===== config.mk =====
export PLATFORM = sky130hd
export DESIGN_NAME = simon_seq_engine_flat
export DESIGN_NICKNAME = d
export VERILOG_FILES = /design/src/rtl/simon_seq_engine_if.sv /design/src/rtl/simon_seq_engine.sv /design/src/flat_wrapper.sv
export SDC_FILE = /design/constraint.sdc
export NUM_CORES = 1
export LEC_CHECK = 0
export CAP_MARGIN = 25
export CORE_AREA = 2 2 92 94
export DETAILED_ROUTE_END_ITERATION = 10
export DIE_AREA = 0 0 94 96
export GPL_TIMING_DRIVEN = 1
export PLACE_DENSITY_LB_ADDON = 0.08
export SYNTH_ARGS = -nofsm -noshare
export SYNTH_HDL_FRONTEND = slang
export SYNTH_SLANG_ARGS = --single-unit
export TNS_END_PERCENT = 20

===== constraint.sdc =====
create_clock -name clk -period 4.7 [get_ports clk]
set_clock_uncertainty 0.15 [all_clocks]
set_input_delay 1.175 -clock clk [delete_from_list [all_inputs] [get_ports clk]]
set_output_delay 1.175 -clock clk [all_outputs]
set_load 0.01 [all_outputs]

===== src/rtl/simon_seq_engine_if.sv =====
// Simon engine front-end/LED bundle.
// master: switch side; slave: engine side.
interface simon_seq_engine_if #(
  parameter int WIDTH = 4,
  parameter int DEPTH = 8
);
  localparam int AW = $clog2(DEPTH);

  logic [WIDTH-1:0] pattern;
  logic             enter;
  logic [WIDTH-1:0] pattern_leds;
  logic [2:0]       mode_leds;
  logic [AW:0]      level;

  modport master (
    output pattern,
    output enter,
    input  pattern_leds,
    input  mode_leds,
    input  level
  );

  modport slave (
    input  pattern,
    input  enter,
    output pattern_leds,
    output mode_leds,
    output level
  );
endinterface


===== src/rtl/simon_seq_engine.sv =====
// Simon game engine: stores, plays back and checks patterns.
// Ports: clk, rst (sync high), bus (pattern/enter in, leds/level out).
module simon_seq_engine #(
  parameter int WIDTH      = 4,
  parameter int DEPTH      = 8,
  parameter int PLAY_TICKS = 4
) (
  input  logic clk,
  input  logic rst,
  simon_seq_engine_if.slave bus
);
  localparam int AW = $clog2(DEPTH);
  localparam int TW = (PLAY_TICKS > 1) ? $clog2(PLAY_TICKS) : 1;

  localparam logic [AW:0]   N_ONE  = (AW+1)'(1);
  localparam logic [AW:0]   N_MAX  = (AW+1)'(DEPTH);
  localparam logic [AW-1:0] I_ONE  = AW'(1);
  localparam logic [TW-1:0] T_ONE  = TW'(1);
  localparam logic [TW-1:0] T_LAST = TW'(PLAY_TICKS - 1);

  typedef enum logic [2:0] {
    S_INPUT,
    S_PLAY,
    S_REP,
    S_DONE,
    S_WIN
  } state_e;

  state_e          state_q, state_d;
  logic [AW:0]     n_q, n_d;
  logic [AW-1:0]   i_q, i_d;
  logic [TW-1:0]   tick_q, tick_d;
  logic [WIDTH-1:0] mem_q [DEPTH];

  logic             mem_we;
  logic             submit;
  logic             last_step;
  logic             tick_end;
  logic [WIDTH-1:0] cur;

  assign submit    = bus.enter && $onehot(bus.pattern);
  assign last_step = ({1'b0, i_q} == (n_q - N_ONE));
  assign tick_end  = (tick_q == T_LAST);
  assign cur       = mem_q[i_q];

  always_ff @(posedge clk) begin
    if (rst) begin
      state_q <= S_INPUT;
      n_q     <= '0;
      i_q     <= '0;
      tick_q  <= '0;
    end else begin
      state_q <= state_d;
      n_q     <= n_d;
      i_q     <= i_d;
      tick_q  <= tick_d;
    end
  end

  // Sequence memory keeps its contents across reset.
  always_ff @(posedge clk) begin
    if (mem_we) begin
      mem_q[n_q[AW-1:0]] <= bus.pattern;
    end
  end

  always_comb begin
    state_d = state_q;
    n_d     = n_q;
    i_d     = i_q;
    tick_d  = tick_q;
    mem_we  = 1'b0;
    unique case (state_q)
      S_INPUT: begin
        if (submit) begin
          mem_we  = !rst;
          n_d     = n_q + N_ONE;
          i_d     = '0;
          tick_d  = '0;
          state_d = S_PLAY;
        end
      end
      S_PLAY: begin
        tick_d = tick_q + T_ONE;
        if (tick_end) begin
          tick_d = '0;
          if (last_step) begin
            i_d     = '0;
            state_d = S_REP;
          end else begin
            i_d = i_q + I_ONE;
          end
        end
      end
      S_REP: begin
        if (submit) begin
          if (bus.pattern != cur) begin
            i_d     = '0;
            tick_d  = '0;
            state_d = S_DONE;
          end else if (!last_step) begin
            i_d = i_q + I_ONE;
          end else begin
            i_d     = '0;
            state_d = (n_q == N_MAX) ? S_WIN : S_INPUT;
          end
        end
      end
      S_DONE: begin
        // Endless replay of the failed sequence.
        tick_d = tick_q + T_ONE;
        if (tick_end) begin
          tick_d = '0;
          i_d    = last_step ? '0 : i_q + I_ONE;
        end
      end
      S_WIN: begin
        state_d = S_WIN;
      end
      default: begin
        state_d = S_INPUT;
      end
    endcase
  end

  always_comb begin
    bus.pattern_leds = bus.pattern;
    bus.mode_leds    = 3'b001;
    unique case (state_q)
      S_INPUT: begin
        bus.pattern_leds = bus.pattern;
        bus.mode_leds    = 3'b001;
      end
      S_PLAY: begin
        bus.pattern_leds = cur;
        bus.mode_leds    = 3'b010;
      end
      S_REP: begin
        bus.pattern_leds = bus.pattern;
        bus.mode_leds    = 3'b100;
      end
      S_DONE: begin
        bus.pattern_leds = cur;
        bus.mode_leds    = 3'b111;
      end
      S_WIN: begin
        bus.pattern_leds = '1;
        bus.mode_leds    = 3'b101;
      end
      default: begin
        bus.pattern_leds = bus.pattern;
        bus.mode_leds    = 3'b001;
      end
    endcase
  end

  assign bus.level = n_q;

endmodule

===== src/flat_wrapper.sv =====
// flat-port wrapper written by rule: the top's interface ports become plain ports
module simon_seq_engine_flat 
#(
  parameter int WIDTH      = 4,
  parameter int DEPTH      = 8,
  parameter int PLAY_TICKS = 4
)
  (clk, rst, bus_pattern, bus_enter, bus_pattern_leds, bus_mode_leds, bus_level);
  simon_seq_engine_if #(.WIDTH(WIDTH), .DEPTH(DEPTH)) bus_i ();
  input  logic clk;
  input  logic rst;
  input wire logic [$bits(bus_i.pattern)-1:0] bus_pattern;
  input wire logic [$bits(bus_i.enter)-1:0] bus_enter;
  output wire logic [$bits(bus_i.pattern_leds)-1:0] bus_pattern_leds;
  output wire logic [$bits(bus_i.mode_leds)-1:0] bus_mode_leds;
  output wire logic [$bits(bus_i.level)-1:0] bus_level;
  assign bus_i.pattern = bus_pattern;
  assign bus_i.enter = bus_enter;
  assign bus_pattern_leds = bus_i.pattern_leds;
  assign bus_mode_leds = bus_i.mode_leds;
  assign bus_level = bus_i.level;
  simon_seq_engine #(.WIDTH(WIDTH), .DEPTH(DEPTH), .PLAY_TICKS(PLAY_TICKS)) u_core (.clk(clk), .rst(rst), .bus(bus_i));
endmodule

==> run metrics, run 1 <==
Via density 4.757; setup tns final 0 ns; Final period util 92.35%; Post-DP Area 2684 µm²; CTS tree built; CP endpoint kind flip-flop; Worst Setup Slack, final 0.3597 ns; Inst Count DP 330; die area 9024 µm²; total wire length 5444 µm; CORE AREA 8051 µm²; Worst path top cell family by delay simple AND/OR/NAND/NOR gates; Worst-path clk slew 0.09 ns; worst hold slack 0.3664 ns; worst hold path class reg -> reg; unrepaired setup endpoints after global routing no; CP Cell Sequence clkdlybuf4s50_1, ha_1, ha_1, fa_1, nand4bb_1, or2_2, nor3_1, nand3_1, nor3_1; Antenna Cells 0; Vias 1608; Post-Synth Adder-Cell Area 4.579%; Num CTS Buffers 5; Ports 18; dpl ws 0.04922 ns; Worst path slowest cell clkdlybuf4s50_1; pin count of the biggest net entering global routing 17; area delta synth->final 19.12%; number of global-route vias before repair 1559; Seq cells post-synth 47; Synth cell types 45; status completed; Synth Net Count 220; DR DRC count 0; DP HPWL 4068 µm; die height 96 µm; Seq/Total Area, Yosys 53.67%; clk_lat worst skew 0.30 ns; Pleak 0.9620 nW; average cell area after synthesis 11.46 µm²; drt wl/cell 16.11 µm; Power Dens Cells 309.7 nW/µm²; Routed Antenna Nets 0; H-Tree Depth 2; min Tclk post-route 4.340 ns; fmax 230.4 MHz; Startpoint Class primary input; Synth Area in Compound Gates 9.372%; first-pass GRT wire length 8811 µm; initial antenna violation count 0; Yosys Warn Count 0; main combinational cell family by area after synthesis simple AND/OR/NAND/NOR gates; Worst Path Required 4.49 ns; slowest stage delay, CP 0.53 ns; hold_buf cts 0; post-route cell area 2799 µm²; row count 33; CP arrival 4.13 ns; clk root buf clkbuf_8; Final Hold Fails 0; GRT overflow 0; clock buffer depth 2; first-pass iteration count of the detailed router 4; Worst Path Max Fanout 5; max-slew violations 0; simple-gate portion of the synthesized area 15.39%; initial core utilization 29.18%; Slew HR 57.17%; CTS sink count 47; post-synthesis instance total 205; multiplexer share of the synthesized area 9.318%; commonest non-fill, non-tap cell in the layout edfxtp_1; crit path kind in -> reg; die width 94 µm; most frequent cells in the layout edfxtp_1 (32), nor2_1 (22), nand2_1 (18); main flop type after synthesis edfxtp_1; Nets 247; GPL Wtd Cong 0.7369; count of cells resized by post-cts repair 0; # port buffers 17; First DRT Iteration DRCs 68; Setup violations, final 0; worst path bufs/invs 1; Max IR drop VDD 0.0001123 V; final cell count without fillers 338; Mapped Area 2350 µm²; Tightest Pin Transition 0.6415 ns; post-synthesis xor/xnor area fraction 4.100%; Overall Global Routing Usage 13.24%; EDFF count, synth 32; ratio of cells with drive above 1 in the final layout 11.59%; ys async rst share 0%; total of max-cap violations 0; postcts setup bufs 0
flip-flops by register name, indices dropped and copies added, names as in the netlist, named ones only:
register / count
u_core.i_q: 3
u_core.tick_q: 2
u_core.bus.level: 4
u_core.mem_q: 32
u_core.state_q: 3
power breakdown:
group | total [mW] | switching [mW] | internal (mW) | leakage [nW]
registers | 0.458 | 0.0114 | 0.447 | 0.409
clock network | 0.302 | 0.142 | 0.160 | 0.0548
logic | 0.107 | 0.0538 | 0.0528 | 0.498
path summary, 6_finish.rpt:
check	slack, ns	endpoint	depth (start not counted)	startpoint
setup / recovery	0.36	u_core.mem_q[2][0]	9	bus_pattern[1]
hold / removal	0.37	u_core.tick_q[0]	1	u_core.tick_q[0]
setup reg to reg	1.89	u_core.tick_q[0]	7	flip-flop
hold reg to reg	0.37	u_core.tick_q[0]	1	u_core.tick_q[0]
final cells by class:
type | count | area, µm²
Tap cell | 105 | 131.4
Inverter | 9 | 33.78
Clock inverter | 3 | 46.29
Fill cell | 813 | 5253
Multi-Input combinational cell | 141 | 1005
Sequential cell | 47 | 1261
Clock buffer | 5 | 68.82
Timing Repair Buffer | 28 | 252.7
cell families (layout without fill, tap and decap cells):
| kind of cell | count (synthesis) | after routing |
|---|---|---|
| fa+ha+maj | 8 | 8 |
| flops | 47 | 47 |
| simple gates | 71 | 71 |
| buf+inv | 17 | 45 |
| compound gates | 31 | 31 |
| mux | 20 | 20 |
| xor+xnor | 11 | 11 |
worst register-to-register path, delay by kind of cell, from the launching register on:
family,cells,cell delay [ns]
AOI/OAI and AO/OA,2,0.36
and+or+nand+nor,2,0.52
xor gates and xnor gates,1,0.18
DFF,1,0.74
muxes,2,0.79
through the flow:
step	total power, mW	util (%)
2_1_floorplan	0.5257	-
3_3_place_gp	0.5773	33.33
3_5_place_dp	0.5755	33.33
4_1_cts	0.8794	34.76
5_1_grt	0.9093	34.76
6_report	0.8668	34.76
per-layer routing:
layer	track usage, %	share of wire [%]	routed length (µm)
met5	0	0	0
met1	18.20	49	2647
met4	3.986	1.3	69
met3	2.662	3.2	172
met2	21.19	47	2554
synth_stat cells (2+ instances only):
library cell	number	area, µm²
ha_1	7	87.58
a21oi_1	6	30.03
a211oi_1	2	15.01
mux2i_1	17	170.2
nand3_1	6	30.03
dfxtp_1	15	300.3
o32ai_1	2	17.52
a22oi_1	6	45.04
nor2_1	22	82.58
clkbuf_1	5	18.77
nor3_1	8	40.04
o221ai_1	3	26.28
nand4_1	3	18.77
xor2_1	10	87.58
edfxtp_1	32	960.9
inv_1	9	33.78
a31oi_1	2	12.51
nor2b_1	2	12.51
and3_1	2	12.51
nand3b_1	2	15.01
o21ai_0	3	15.01
nand2_1	18	67.56
No activity file was read; power rests on OpenSTA's default activity.
==> run 2: changes to the inputs <==
--- a/config.mk
+++ b/config.mk
@@ -6,9 +6,9 @@
 export NUM_CORES = 1
 export LEC_CHECK = 0
 export CAP_MARGIN = 25
-export CORE_AREA = 2 2 92 94
+export CORE_AREA = 2 2 129 68
 export DETAILED_ROUTE_END_ITERATION = 10
-export DIE_AREA = 0 0 94 96
+export DIE_AREA = 0 0 131 70
 export GPL_TIMING_DRIVEN = 1
 export PLACE_DENSITY_LB_ADDON = 0.08
 export SYNTH_ARGS = -nofsm -noshare
==> run 2 against run 1 <==
Effect of this change:
- clock power up 38%
- maximum frequency is 2.3% higher
- routed wire length grew 12%
- combinational power about the same
- sequential share of layout area shrank 1.5 points
- global-route usage increased by 1.6 points
- worst setup slack better by 0.099 ns
- sequential cell count stayed put
- critical path depth increased by 2
- critical path type unchanged
==> run metrics, run 2 (synthesis gave the netlist of run 1 again) <==
Ports 18 (unchanged); CP endpoint kind flip-flop; Hold Path Depth 1 (unchanged); Tightest Pin Transition 0.6261 ns (-0.01547 ns); Hold Startpoint u_core.tick_q[0]; Max IR drop VDD 0.0001247 V (+11%); slowest stage delay, CP 0.50 ns (-0.03 ns); Worst path slowest cell clkdlybuf4s50_1; dpl ws 0.1427 ns (+0.09349 ns); most frequent cells in the layout edfxtp_1 (32), nor2_1 (22), nand2_1 (18); R2R depth 7 (unchanged); Hold Path End u_core.tick_q[0]; drt wl/cell 17.32 µm (+7.6%); area of the multi-input gates 1005 µm² (unchanged); min Tclk post-route 4.241 ns (-0.09913 ns); initial core utilization 28.45% (-0.73 points); clock buffer depth 2 (unchanged); postcts setup bufs 0 (unchanged); die height 70 µm (-27%); combinational share of power 11.0% (-1.3 points); GR Util met1 25.79% (+7.6 points); CP Cell Sequence clkdlybuf4s50_1, ha_1, ha_1, fa_1, nand4bb_1, or2_2, nor3_1, buf_4, nand3_1, nor3_1, buf_4; layout filler cell count 834 (+2.6%); status completed; worst path bufs/invs 3 (+2); Pleak 1.010 nW (+5.0%); hold_buf cts 0 (unchanged); worst reg2reg path endpoint u_core.tick_q[0]; first-pass iteration count of the detailed router 4 (unchanged); CTS tree built; Antenna Cells 0 (unchanged); GPL Wtd Cong 0.7323 (-0.62%); initial antenna violation count 0 (unchanged); switching share of power 23.47% (-0.43 points); Routed Antenna Nets 0 (unchanged); crit path kind in -> reg; total of max-cap violations 0 (unchanged); H-Tree Depth 2 (unchanged); First DRT Iteration DRCs 147 (+120%); Worst path top cell family by delay simple AND/OR/NAND/NOR gates; die width 131 µm (+39%); Reg power frac 46.6% (-6.2 points); post-layout util 35.05% (+0.28 points); Nets 250 (+1.2%); register area 1261 µm² (unchanged); clk root buf clkbuf_16; # port buffers 17 (unchanged); Final period util 90.24% (-2.1 points); Vias 1642 (+2.1%); Worst Path Max Fanout 6 (+1); Power Dens Cells 339.6 nW/µm² (+9.7%); commonest non-fill, non-tap cell in the layout edfxtp_1; area delta synth->final 23.16%; pin count of the biggest net entering global routing 17 (unchanged); Clk network pwr share 42.4% (+7.5 points); first-pass GRT wire length 9673 µm (+9.8%); Worst Setup Slack, final 0.4588 ns (+0.09913 ns); ratio of cells with drive above 1 in the final layout 12.71% (+1.1 points); max FFs per register 32 (unchanged); GRT overflow 0 (unchanged); Crit. path cell count 11 (+2); R2R setup slack 1.93 ns (+0.04 ns); met3 Use GR 3.831% (+1.2 points); CORE AREA 8258 µm² (+2.6%); Worst-path clk slew 0.07 ns (-0.02 ns); Pint 752.2 µW (+14%); number of global-route vias before repair 1644 (+5.5%); Final Hold Fails 0 (unchanged); clk_lat worst skew 0.30 ns (about the same); unrepaired setup endpoints after global routing no; row count 24 (-27%); setup tns final 0 ns (unchanged); GR Layer Usage met2 16.64% (-4.6 points); Startpoint Class primary input; Overall Global Routing Usage 14.82% (+1.6 points); Via density 4.652 (-2.2%); worst hold path class reg -> reg; Setup violations, final 0 (unchanged); CTS sink count 47 (unchanged); DP HPWL 4723 µm (+16%); DR DRC count 0 (unchanged); die area 9170 µm² (+1.6%); Slew HR 58.13% (+0.96 points); count of cells resized by post-cts repair 0 (unchanged); fmax 235.8 MHz (+2.3%); Worst Path Required 4.57 ns (+0.08 ns); Num CTS Buffers 5 (unchanged); Most Crowded Layer GR met1; CP arrival 4.11 ns (-0.02 ns); sw power 230.7 µW (+11%); max-slew violations 0 (unchanged); total wire length 6115 µm (+12%)
-- run 2: area by class of cell --
cell class	count	area share (%)
Clock buffer	5	4.323
Timing Repair Buffer	31	9.511
Multi-Input combinational cell	141	34.72
Inverter	9	1.167
Clock inverter	3	1.643
Tap cell	117	5.058
Sequential cell	47	43.58
-- run 2: metrics by stage --
step | instance area [µm²] | hold WS [ns] | power, mW | instances
floorplan | 2350 | 0.3184 | 0.5257 | 205
global placement | 2721 | 0.3354 | 0.5780 | 345
detailed placement | 2721 | 0.3482 | 0.5758 | 345
CTS | 2894 | 0.3551 | 0.9947 | 353
global route | 2894 | 0.4099 | 1.024 | 353
finish | 2894 | 0.3576 | 0.9829 | 353
-- run 2: worst max path at each step --
| stage | startpoint | end | slack, ns |
|---|---|---|---|
| global route | bus_pattern[0] | u_core.mem_q[2][0] | 0.20 |
| detailed placement | bus_pattern[0] | u_core.mem_q[2][2] | 0.14 |
| finish | bus_pattern[0] | u_core.mem_q[2][0] | 0.46 |
| floorplan | bus_pattern[0] | u_core.mem_q[2][0] | 0.54 |
| CTS | bus_pattern[0] | u_core.mem_q[2][0] | 0.44 |
| global placement | bus_pattern[0] | u_core.mem_q[2][2] | 0.21 |
-- run 2: power by group through the flow --
stage	Clock [mW]	Combinational (mW)	Sequential, mW
after floorplan	0	0.0654	0.460
after global placement	0	0.110	0.468
after detailed placement	0	0.109	0.467
after CTS	0.427	0.109	0.458
after global routing	0.445	0.120	0.459
final	0.417	0.108	0.458
-- run 2: routing by layer --
layer  vias up  share of wire, %
li1        813                 -
met1       780                58
met2        44                35
met3         5               6.6
met4         0              0.85
met5         -                 0
==> run 3: changes to the inputs <==
--- a/config.mk
+++ b/config.mk
@@ -9,7 +9,6 @@
 export CORE_AREA = 2 2 129 68
 export DETAILED_ROUTE_END_ITERATION = 10
 export DIE_AREA = 0 0 131 70
-export GPL_TIMING_DRIVEN = 1
 export PLACE_DENSITY_LB_ADDON = 0.08
 export SYNTH_ARGS = -nofsm -noshare
 export SYNTH_HDL_FRONTEND = slang
==> results of run 3 <==
Final layout, timing and power as in run 2 (identical DEF).
